[src/rtl/usb_fs_ep_arb.sv]
// USB full-speed endpoint arbiter: round-robin grant with one idle cycle between
// owners, lock-protected hold, and a hold-time limit when others are waiting.

module usb_fs_ep_arb_lane #(
  parameter int DATA_W = 8
) (
  input  logic              grant,
  input  logic              req,
  input  logic [DATA_W-1:0] data,
  output logic [DATA_W-1:0] data_gated,
  output logic              rival
);
  assign data_gated = grant ? data : '0;
  assign rival      = req & ~grant;
endmodule

module usb_fs_ep_arb #(
  parameter  int NUM_EPS  = 4,
  parameter  int DATA_W   = 8,
  parameter  int MAX_HOLD = 1024,
  localparam int IDX_W    = (NUM_EPS > 1) ? $clog2(NUM_EPS) : 1
) (
  input  logic                      clk,
  input  logic                      reset_n,
  input  logic [NUM_EPS-1:0]        ep_req,
  input  logic [NUM_EPS*DATA_W-1:0] ep_data,
  input  logic                      lock,
  output logic [NUM_EPS-1:0]        ep_grant,
  output logic                      arb_valid,
  output logic [IDX_W-1:0]          arb_idx,
  output logic [DATA_W-1:0]         arb_data,
  output logic                      hold_timeout
);
  localparam int HOLD_W = (MAX_HOLD > 1) ? $clog2(MAX_HOLD) : 1;
  // Counter stops at MAX_HOLD-1 so a late rival still matches the limit.
  localparam logic [HOLD_W-1:0] HOLD_LAST = (MAX_HOLD > 0) ? HOLD_W'(MAX_HOLD - 1) : '1;
  localparam logic [IDX_W-1:0]  PTR_RST   = IDX_W'(NUM_EPS - 1);

  typedef enum logic {IDLE = 1'b0, GRANT = 1'b1} state_t;

  state_t                           state, state_nxt;
  logic [IDX_W-1:0]                 owner, ptr;
  logic [IDX_W-1:0]                 pick, pick_hi, pick_lo;
  logic                             pick_vld, hi_vld, lo_vld;
  logic [HOLD_W-1:0]                hold_cnt;
  logic                             owner_req, any_rival, force_rel;
  logic [NUM_EPS-1:0][DATA_W-1:0]   data_vec, data_gated;
  logic [NUM_EPS-1:0]               rival_vec;

  assign data_vec = ep_data;

  for (genvar i = 0; i < NUM_EPS; i++) begin : g_lane
    usb_fs_ep_arb_lane #(.DATA_W(DATA_W)) u_lane (
      .grant      (ep_grant[i]),
      .req        (ep_req[i]),
      .data       (data_vec[i]),
      .data_gated (data_gated[i]),
      .rival      (rival_vec[i])
    );
  end

  // Round-robin: lowest requester above ptr, else wrap to the lowest requester.
  always_comb begin
    pick_hi = '0;
    pick_lo = '0;
    hi_vld  = 1'b0;
    lo_vld  = 1'b0;
    for (int i = NUM_EPS - 1; i >= 0; i--) begin
      if (ep_req[i] && (IDX_W'(i) > ptr)) begin
        hi_vld  = 1'b1;
        pick_hi = IDX_W'(i);
      end
      if (ep_req[i]) begin
        lo_vld  = 1'b1;
        pick_lo = IDX_W'(i);
      end
    end
    pick_vld = hi_vld | lo_vld;
    pick     = hi_vld ? pick_hi : pick_lo;
  end

  assign owner_req = |(ep_req & ep_grant);
  assign any_rival = |rival_vec;
  assign force_rel = (MAX_HOLD != 0) && (state == GRANT) && !lock &&
                     (hold_cnt == HOLD_LAST) && any_rival;

  always_ff @(posedge clk) begin
    if (!reset_n) begin
      state        <= IDLE;
      owner        <= '0;
      ptr          <= PTR_RST;
      hold_cnt     <= '0;
      hold_timeout <= 1'b0;
    end else begin
      state        <= state_nxt;
      hold_timeout <= force_rel;
      if (state == IDLE && pick_vld) begin
        owner    <= pick;
        ptr      <= pick;
        hold_cnt <= '0;
      end else if (state == GRANT && !lock && hold_cnt != HOLD_LAST) begin
        hold_cnt <= hold_cnt + HOLD_W'(1);
      end
    end
  end

  always_comb begin
    state_nxt = state;
    unique case (state)
      IDLE:  if (pick_vld) state_nxt = GRANT;
      GRANT: if ((!owner_req && !lock) || force_rel) state_nxt = IDLE;
    endcase
  end

  always_comb begin
    ep_grant = '0;
    for (int i = 0; i < NUM_EPS; i++)
      ep_grant[i] = (state == GRANT) && (owner == IDX_W'(i));
    arb_valid = (state == GRANT);
    arb_idx   = (state == GRANT) ? owner : '0;
  end

  // Non-owners gate to zero, so the OR is the owner's slice or all zeros.
  always_comb begin
    arb_data = '0;
    for (int i = 0; i < NUM_EPS; i++)
      arb_data = arb_data | data_gated[i];
  end

endmodule
[config.mk]
export PLATFORM = sky130hd
export DESIGN_NAME = usb_fs_ep_arb
export DESIGN_NICKNAME = d
export VERILOG_FILES = /design/src/rtl/usb_fs_ep_arb.sv
export SDC_FILE = /design/constraint.sdc
export NUM_CORES = 1
export LEC_CHECK = 0
export CELL_PAD_IN_SITES_DETAIL_PLACEMENT = 2
export CELL_PAD_IN_SITES_GLOBAL_PLACEMENT = 2
export CORE_ASPECT_RATIO = 0.8
export CORE_MARGIN = 4
export CORE_UTILIZATION = 24
export CTS_BUF_LIST = sky130_fd_sc_hd__clkbuf_8
export DETAILED_ROUTE_END_ITERATION = 16
export PLACE_DENSITY = 0.92
export REMOVE_ABC_BUFFERS = 1
export SLEW_MARGIN = 0
export SYNTH_ARGS = -nofsm -noshare
export SYNTH_HDL_FRONTEND = slang
export SYNTH_SLANG_ARGS = --single-unit
[constraint.sdc]
create_clock -name clk -period 1.85 [get_ports clk]
set_clock_uncertainty 0.1 [all_clocks]
set_input_delay 0.2775 -clock clk [delete_from_list [all_inputs] [get_ports clk]]
set_output_delay 0.2775 -clock clk [all_outputs]
set_load 0.02 [all_outputs]
* After elaboration in Yosys (flattened, before gate mapping)
Index checks and enable logic that the tools add are counted.
Word-level totals: logic and storage cells 76, output and inout bits 16, register bits after elaboration 16, bits of input ports 39
Cells by class: eq/ne operators 5, add/sub/neg operators 1, bitwise gates (word level) 15, reduce and logical (&&, ||, !) cells 21, $lt $le $gt $ge 4, multiplexer cells 25
Operator list (count):
- 8-bit 2-to-1 mux | 4
- 8-bit OR | 3
- 2-bit 2-to-1 mux | 10
- 1-bit logical AND | 14
- 10-bit by 1-bit adder with 10-bit output (second input constant) | 1
- 10-bit equality test (second input constant) | 1
- 1-bit 2-to-1 mux | 10
- 10-bit != test (second input constant) | 1
- 4-bit OR reduction | 2
- 1-bit inverter | 6
- 1-bit bitwise AND | 4
- 4-bit bitwise AND | 1
- 2-bit equality test (second input constant) | 2
- 1-bit by 2-bit > comparator with 1-bit output (first input constant) | 2
- 2-bit > comparator (first input constant) | 2
- 2-bit by 1-bit equality test with 1-bit output (second input constant) | 1
- 1-bit zero test | 2
- 2-bit zero test | 1
- 1-bit case mux with 2 select lines | 1
- 2-bit OR reduction | 1
- 1-bit logical OR | 1
- 1-bit OR | 1

* Depth between registers and ports, before layout
Gate-level depths: netlist of run 1.
depth after elaboration 9, gate-level depth with buffers 6, mapped depth without buffers 5

* By module
From an unflattened synthesis of run 1, not the netlist that was laid out.
Unflattened totals: cells, all modules 154, area, all modules 1211.2 um2
Modules (own cells, without submodules):
- usb_fs_ep_arb | seq. area each 320.3 um2, cells each 118, area an instance 985.9 um2, times used 1
- usb_fs_ep_arb_lane | seq. area each 0.0 um2, cells each 9, area an instance 56.3 um2, times used 4

* Least setup slack after synthesis of run 1
Ideal clock, no wire load.
path type register to output, start point register owner[0], end point output arb_data[4], slack 0.126 ns, arrival 1.346 ns, cell stages (with the launch flop) 5, data required time 1.472 ns, path buffers 2, cell sequence dfxtp_1 -> buf_4 -> buf_4 -> mux4_2 -> and2_1
Between the ends: word-level cells in the longest chain between the ends 6, elaborated cells between the ends (all ways) 15, classes of those cells eq/ne: 3; mux: 4; bitwise: 3; reduce/logical: 5
RTL lines:
- from (decl) | line 42 | logic [IDX_W-1:0] owner, ptr;
- from (signal assigned) | line 98 | owner <= pick;
- 2-bit by 1-bit equality test with 1-bit output / 2-bit zero test (equally long branches) | line 118 | ep_grant[i] = (state == GRANT) && (owner == IDX_W'(i));
- 1-bit logical AND | line 118
- 8-bit 2-to-1 mux | line 13 | assign data_gated = grant ? data : '0;
- 8-bit OR (2 in a row) | line 127 | arb_data = arb_data | data_gated[i];
- 8-bit OR (*) | line 127
- to (decl) | line 31 | output logic [DATA_W-1:0] arb_data,
Every way passes the cells marked *; elsewhere a longest branch is shown, timed or not.

* Worst setup path in the final report of run 1
start point register owner[0], end point output arb_data[5]
Same word-level chain as after synthesis.

==> results.json, run 1 <==
{
  "track_usage_pct": 16.0,
  "syn-cell-area_um2": 1190,
  "crit_path_max_fanout": 7,
  "antenna_found_initial": 0,
  "fmax_mhz": 497,
  "initial_core_util_pct": 25.3,
  "vias_per_cell": 4.85,
  "grt_busiest_layer": "met2",
  "area_growth_pct": 75.2,
  "max-vdd-ir-drop_v": 0.000395,
  "cp.required_ns": 1.47,
  "io_pins": 55,
  "cts_tree": "built",
  "grt_pass1_wl_um": 7820,
  "async_flop_share_pct": 0,
  "drive_gt1_share_pct": 33.3,
  "postSynthCellCount": 128,
  "crit_path_start_kind": "flip-flop",
  "synth.distinct_cells": 41,
  "fp.dieW_um": 86.8,
  "use_met1_pct": 19.2,
  "dieArea_um2": 6170,
  "synth_seq_area_share_pct": 26.9,
  "synth.avg_cell_area_um2": 9.32,
  "n_antenna_cell": 0,
  "wirelength_um": 4780,
  "grt_util_met3_pct": 3.26,
  "layout_common_cells": "39 x clkdlybuf4s50_1, 23 x buf_4, 15 x nor2_1, 13 x dfxtp_1, 10 x buf_6",
  "min_path_type": "reg -> reg",
  "avgRoutedWirePerCell_um": 18.1,
  "core_area_um2": 4710,
  "setup_viol": 8,
  "final.setup.tns_ns": -0.996,
  "fin_crit_sh_pct": 109,
  "synth_edf_count": 0,
  "ant_nets": 0,
  "clock_latency_ns": 0.25,
  "critPathSlowestCell": "mux4_2",
  "io_buffers": 54,
  "worstPathCellList": "buf_12 > buf_4 > mux4_2 > and2_4 > buf_6",
  "synth_flop_cell": "dfxtp_1",
  "worst_pin_slew_ns": 0.412,
  "die_h_um": 71.0,
  "post-dp-hpwl_um": 3780,
  "grt_pass1_vias": 1488,
  "max_slew_margin_pct": 72.1,
  "critPathKind": "reg -> out",
  "root_buffer": "clkbuf_8",
  "ys_ff_latch": 16,
  "hold_slack_ns": 0.435,
  "cts_sinks": 16,
  "cp-end-kind": "output port",
  "cap_violations": 0,
  "place_ws_ns": -0.406,
  "critPathArrivalTime_ns": 1.63,
  "critPathMaxStageDelay_ns": 0.50,
  "slew_violations": 0,
  "violations": "negative setup slack",
  "utilization_pct": 44.4,
  "vias": 1281,
  "fin_ws_ns": -0.160,
  "outcome": "finished with violations",
  "drcViolationCount": 0,
  "rsz0062_at_grt": "true",
  "firstDrtPassIters": 3,
  "grt_max_degree": 13,
  "clockBufferDepth": 2,
  "place_congestion": 0.720,
  "grt_overflow": 0,
  "yosys_warnings": 0,
  "power_density_nw_per_um2": 663,
  "cts_buffers": 3,
  "hold_buffers": 0,
  "row_count": 22,
  "num-nets-final": 245,
  "p_leak_uw": 0.000849,
  "timing_hold_violations_final": 0,
  "cts.clk_slew.worst_paths_ns": 0.07,
  "power_uw": 1380,
  "first_iter_violations": 15,
  "htree_levels": 1,
  "use_met2_pct": 29.9,
  "min_period_ns": 2.01,
  "final_common_cell": "clkdlybuf4s50_1"
}
-- timing repair --
item	CTS	global route
setup buffers	4	2
gates resized for setup	66	13
setup endpoints to repair	15	16
pin swaps	5	4
gates cloned	1	0
endpoints found under the hold margin	0	0
-- state kept, by name, summed over array words and instances, names as in the netlist --
register,flops
arb_valid,1
hold_cnt,10
hold_timeout,1
owner,2
ptr,2
-- per-stage QoR --
stage               cell area, µm²  instances
floorplan                     1130        119
global placement              1910        253
detailed placement            1910        253
CTS                           2040        262
global route                  2090        264
finish                        2090        264
-- final timing paths --
kind / end / cells past startpoint / slack, ns / start
setup / recovery: arb_data[5] / 5 / -0.16 / owner[0]$_SDFFE_PN0P_
hold / removal: hold_cnt[4]$_SDFFE_PP0P_ / 2 / 0.43 / hold_cnt[4]$_SDFFE_PP0P_
setup reg to reg: hold_cnt[1]$_SDFFE_PP0P_ / 6 / 0.14 / hold_cnt[0]$_SDFFE_PP0P_
hold reg to reg: hold_cnt[4]$_SDFFE_PP0P_ / 2 / 0.43 / hold_cnt[4]$_SDFFE_PP0P_
-- routing by layer --
metal / vias to the layer above / wire length (µm)
li1: 618 / -
met1: 626 / 2000
met2: 37 / 2510
met3: 0 / 265
met4: 0 / 0
met5: - / 0
-- worst max-delay path, delay by kind of cell, from the launching register on --
kind,cells,cell delay (ns)
AND/OR/NAND/NOR,1,0.15
multiplexers,1,0.50
buffers and inverters,3,0.34
flip-flops,1,0.38
-- layout make-up --
type / count / area (µm²)
clock buffers: 4 / 55.1
fillers: 507 / 2620
inverters: 5 / 18.8
multi-input cells: 98 / 825
flip-flops and latches: 16 / 329
well taps: 60 / 75.1
repair buffers: 81 / 787
-- logic make-up (layout without fill, tap and decap cells) --
| kind of cell | after synthesis | in the layout | synth area share (%) |
|---|---|---|---|
| mux | 12 | 12 | 19.5 |
| compound gates | 25 | 25 | 15.3 |
| buf+inv | 14 | 90 | 7.03 |
| simple gates | 55 | 55 | 26.5 |
| flops | 16 | 16 | 26.9 |
| fa+ha+maj | 1 | 1 | 1.05 |
| xor+xnor | 5 | 5 | 3.67 |
-- synthesized netlist by cell type (all sizes together), types with 3 or more instances --
master / count / area share [%]
a21oi: 8 / 3.4
or3: 3 / 1.6
nor3: 5 / 2.1
mux4: 9 / 17
buf: 8 / 5.1
mux2i: 3 / 2.5
dfxtp: 16 / 27
o21ai: 6 / 2.5
xor2: 3 / 2.2
nand4: 3 / 2.1
nor2: 15 / 4.7
and2: 12 / 6.3
inv: 5 / 1.6
nand2: 6 / 1.9
-- power breakdown --
part	total (µW)	switching, µW	internal [µW]
registers	403	35.8	367
logic	662	262	400
clock network	320	131	189
No activity file was read; power rests on OpenSTA's default activity.
==> run 2: changes to the inputs <==
- GPL_TIMING_DRIVEN: unset -> 1
==> results of run 2 <==
No change in the layout: final DEF, timing and power equal those of run 1.
==> run 3: changes to the inputs <==
- CORE_UTILIZATION: 24 -> 23
- CTS_CLUSTER_SIZE: unset -> 14
- SYNTH_HIERARCHICAL: unset -> 1
==> run 3 against run 2 <==
  * The run still ends with negative setup slack left
  * Utilization grew 2.7 points
  * Clock power up 2%
  * Final cell count grew 17%
  * First-iteration DRC count increased to 7.7 times the previous value
  * Critical endpoint is now arb_data[3]
==> results.json, run 3 <==
{
  "initial_core_util_pct": 23.9,
  "syn-cell-area_um2": 1210,
  "setup_viol": 10,
  "whs_endpoint": "hold_cnt[4]$_SDFFE_PP0P_",
  "largest_reg_flops": 10,
  "cts_sinks": 16,
  "clock_latency_ns": 0.27,
  "max-vdd-ir-drop_v": 0.000351,
  "yosys_warnings": 6,
  "row_count": 23,
  "top_register": "hold_cnt",
  "slew_violations": 0,
  "synth_seq_area_share_pct": 26.4,
  "layout_common_cells": "38 x clkdlybuf4s50_1, 29 x buf_4, 18 x and2_1, 16 x and2_4, 16 x nor2_1",
  "crit_path_start_kind": "flip-flop",
  "fin_crit_sh_pct": 117,
  "reg2reg_depth": 6,
  "holdPathStages": 2,
  "fin_ws_ns": -0.319,
  "track_usage_pct": 23.8,
  "cp.required_ns": 1.47,
  "core_area_um2": 5060,
  "drcViolationCount": 0,
  "antenna_found_initial": 1,
  "root_buffer": "clkbuf_8",
  "synth_top_cell_by_area": "dfxtp_1",
  "io_buffers": 54,
  "synth_edf_count": 0,
  "power_uw": 1460,
  "min_path_type": "reg -> reg",
  "timing_hold_violations_final": 0,
  "htree_levels": 1,
  "wirelength_um": 8070,
  "firstDrtPassIters": 4,
  "cp-end-kind": "output port",
  "synth.avg_cell_area_um2": 7.86,
  "min_period_ns": 2.17,
  "io_pins": 55,
  "avgRoutedWirePerCell_um": 26.1,
  "r2r-end": "hold_cnt[9]$_SDFFE_PP0P_",
  "final.setup.tns_ns": -2.37,
  "power_density_nw_per_um2": 611,
  "grt_pass1_wl_um": 11200,
  "async_flop_share_pct": 0,
  "die_h_um": 72.9,
  "cap_violations": 0,
  "hp-start": "hold_cnt[4]$_SDFFE_PP0P_",
  "place_congestion": 0.777,
  "violations": "negative setup slack",
  "max_slew_margin_pct": 69.5,
  "worstReg2RegStart": "arb_valid$_SDFF_PN0_",
  "crit_path_max_fanout": 5,
  "synth_flop_cell": "dfxtp_1",
  "rsz0062_at_grt": "true",
  "cts_buffers": 3,
  "first_iter_violations": 116,
  "postSynthCellCount": 154,
  "finish.instance_area_um2": 2380,
  "ys_ff_latch": 16,
  "hold_buffers": 0,
  "vias_per_cell": 5.33,
  "postPlaceCellArea_um2": 2030,
  "final_common_cell": "clkdlybuf4s50_1",
  "yosys-top-cells-count": "34 x and2_1, 16 x dfxtp_1, 16 x nor2_1",
  "clockBufferDepth": 2,
  "synthTopCellsByArea": "dfxtp_1 26%, and2_1 18%, nor2_1 5.0%, or4_1 5.0%, nor2b_1 3.1%",
  "critPathArrivalTime_ns": 1.79,
  "grt_pass1_vias": 1840,
  "yosysMostFrequentCell": "and2_1",
  "p_leak_uw": 0.00101,
  "place_ws_ns": -0.550,
  "fmax_mhz": 461,
  "cts_tree": "built",
  "fp.dieW_um": 89.1,
  "grt_max_degree": 11,
  "rrSetupSlack_ns": -0.04,
  "grt_overflow": 0,
  "num-nets-final": 287,
  "worst_pin_slew_ns": 0.456,
  "critPathKind": "reg -> out",
  "outcome": "finished with violations",
  "ant_nets": 0,
  "vias": 1648,
  "dieArea_um2": 6500,
  "synth.distinct_cells": 46,
  "cts.clk_slew.worst_paths_ns": 0.07,
  "post-dp-hpwl_um": 4490,
  "area_growth_pct": 96.8,
  "utilization_pct": 47.1,
  "drive_gt1_share_pct": 41.5,
  "synth_top_area_share_pct": 26.4,
  "top_regs": "hold_cnt x10, owner x2, ptr x2"
}
-- run 3: changes by cell type after synthesis, sizes merged, moves of 4 or more --
cell	before	now
and2	12	34
mux4	9	0
or4	0	8
nor2b	0	6
a21oi	8	4
buf	8	4
nor3	5	1
-- run 3: final cells by class --
cell class,count,area [µm²]
Fill cell,546,2680
Multi-Input combinational cell,132,1050
Timing Repair Buffer,91,858
Sequential cell,16,328
Tap cell,62,77.6
Clock buffer,4,55.1
Inverter,3,11.3
Antenna cell,1,2.50
-- run 3: worst max-delay path, stage by stage (launching register included) --
cell,delay (ns)
dfxtp_4,0.37
buf_6,0.13
and3_4,0.20
and2_4,0.15
or4_4,0.52
buf_6,0.15
-- run 3: cell families (layout without fill, tap and decap cells) --
group	count (synthesis)	count (layout)	share of synthesized area (%)
AOI/OAI and AO/OA	23	23	13.5
adders and majority gates	1	1	1.03
other	0	1	0
buffers and inverters	9	98	3.93
xor gates and xnor gates	3	3	2.17
and+or+nand+nor	98	101	49.5
muxes	4	4	3.41
DFF	16	16	26.4
-- run 3: timing repair --
action | in CTS | in global routing
gates resized for setup | 94 | 28
setup endpoints to repair | 18 | 22
pin swaps | 12 | 3
buffers inserted | 10 | 2
hold endpoints to repair | 0 | 0
gates cloned | 3 | 0
-- run 3: metrics by stage --
| step | instances | hold slack (ns) |
|---|---|---|
| floorplan | 148 | 0.249 |
| global placement | 294 | 0.413 |
| detailed placement | 294 | 0.425 |
| CTS | 307 | 0.438 |
| global route | 309 | 0.511 |
| finish | 309 | 0.478 |
-- run 3: routing by layer --
metal / routed length [µm] / share of wire, % / track usage (%)
met5: 0 / 0 / 0
met4: 278 / 3.4 / 5.62
met3: 291 / 3.6 / 3.39
met2: 4180 / 52 / 45.1
met1: 3320 / 41 / 28.0
-- run 3: power by group --
part | internal [µW] | total, µW | switching (µW)
Sequential | 365 | 391 | 25.7
Clock | 190 | 327 | 137
Combinational | 401 | 739 | 338
Total | 955 | 1460 | 501
-- run 3: how the worst max path moves through the flow --
stage / startpoint / end / slack, ns
after floorplan: arb_valid$_SDFF_PN0_ / arb_valid$_SDFF_PN0_ / -0.57
after global placement: arb_valid$_SDFF_PN0_ / arb_data[2] / -0.46
after detailed placement: arb_valid$_SDFF_PN0_ / arb_data[1] / -0.55
after CTS: arb_valid$_SDFF_PN0_ / arb_data[1] / -0.28
after global routing: owner[1]$_SDFFE_PN0P_ / arb_data[3] / -0.35
final: owner[1]$_SDFFE_PN0P_ / arb_data[3] / -0.32
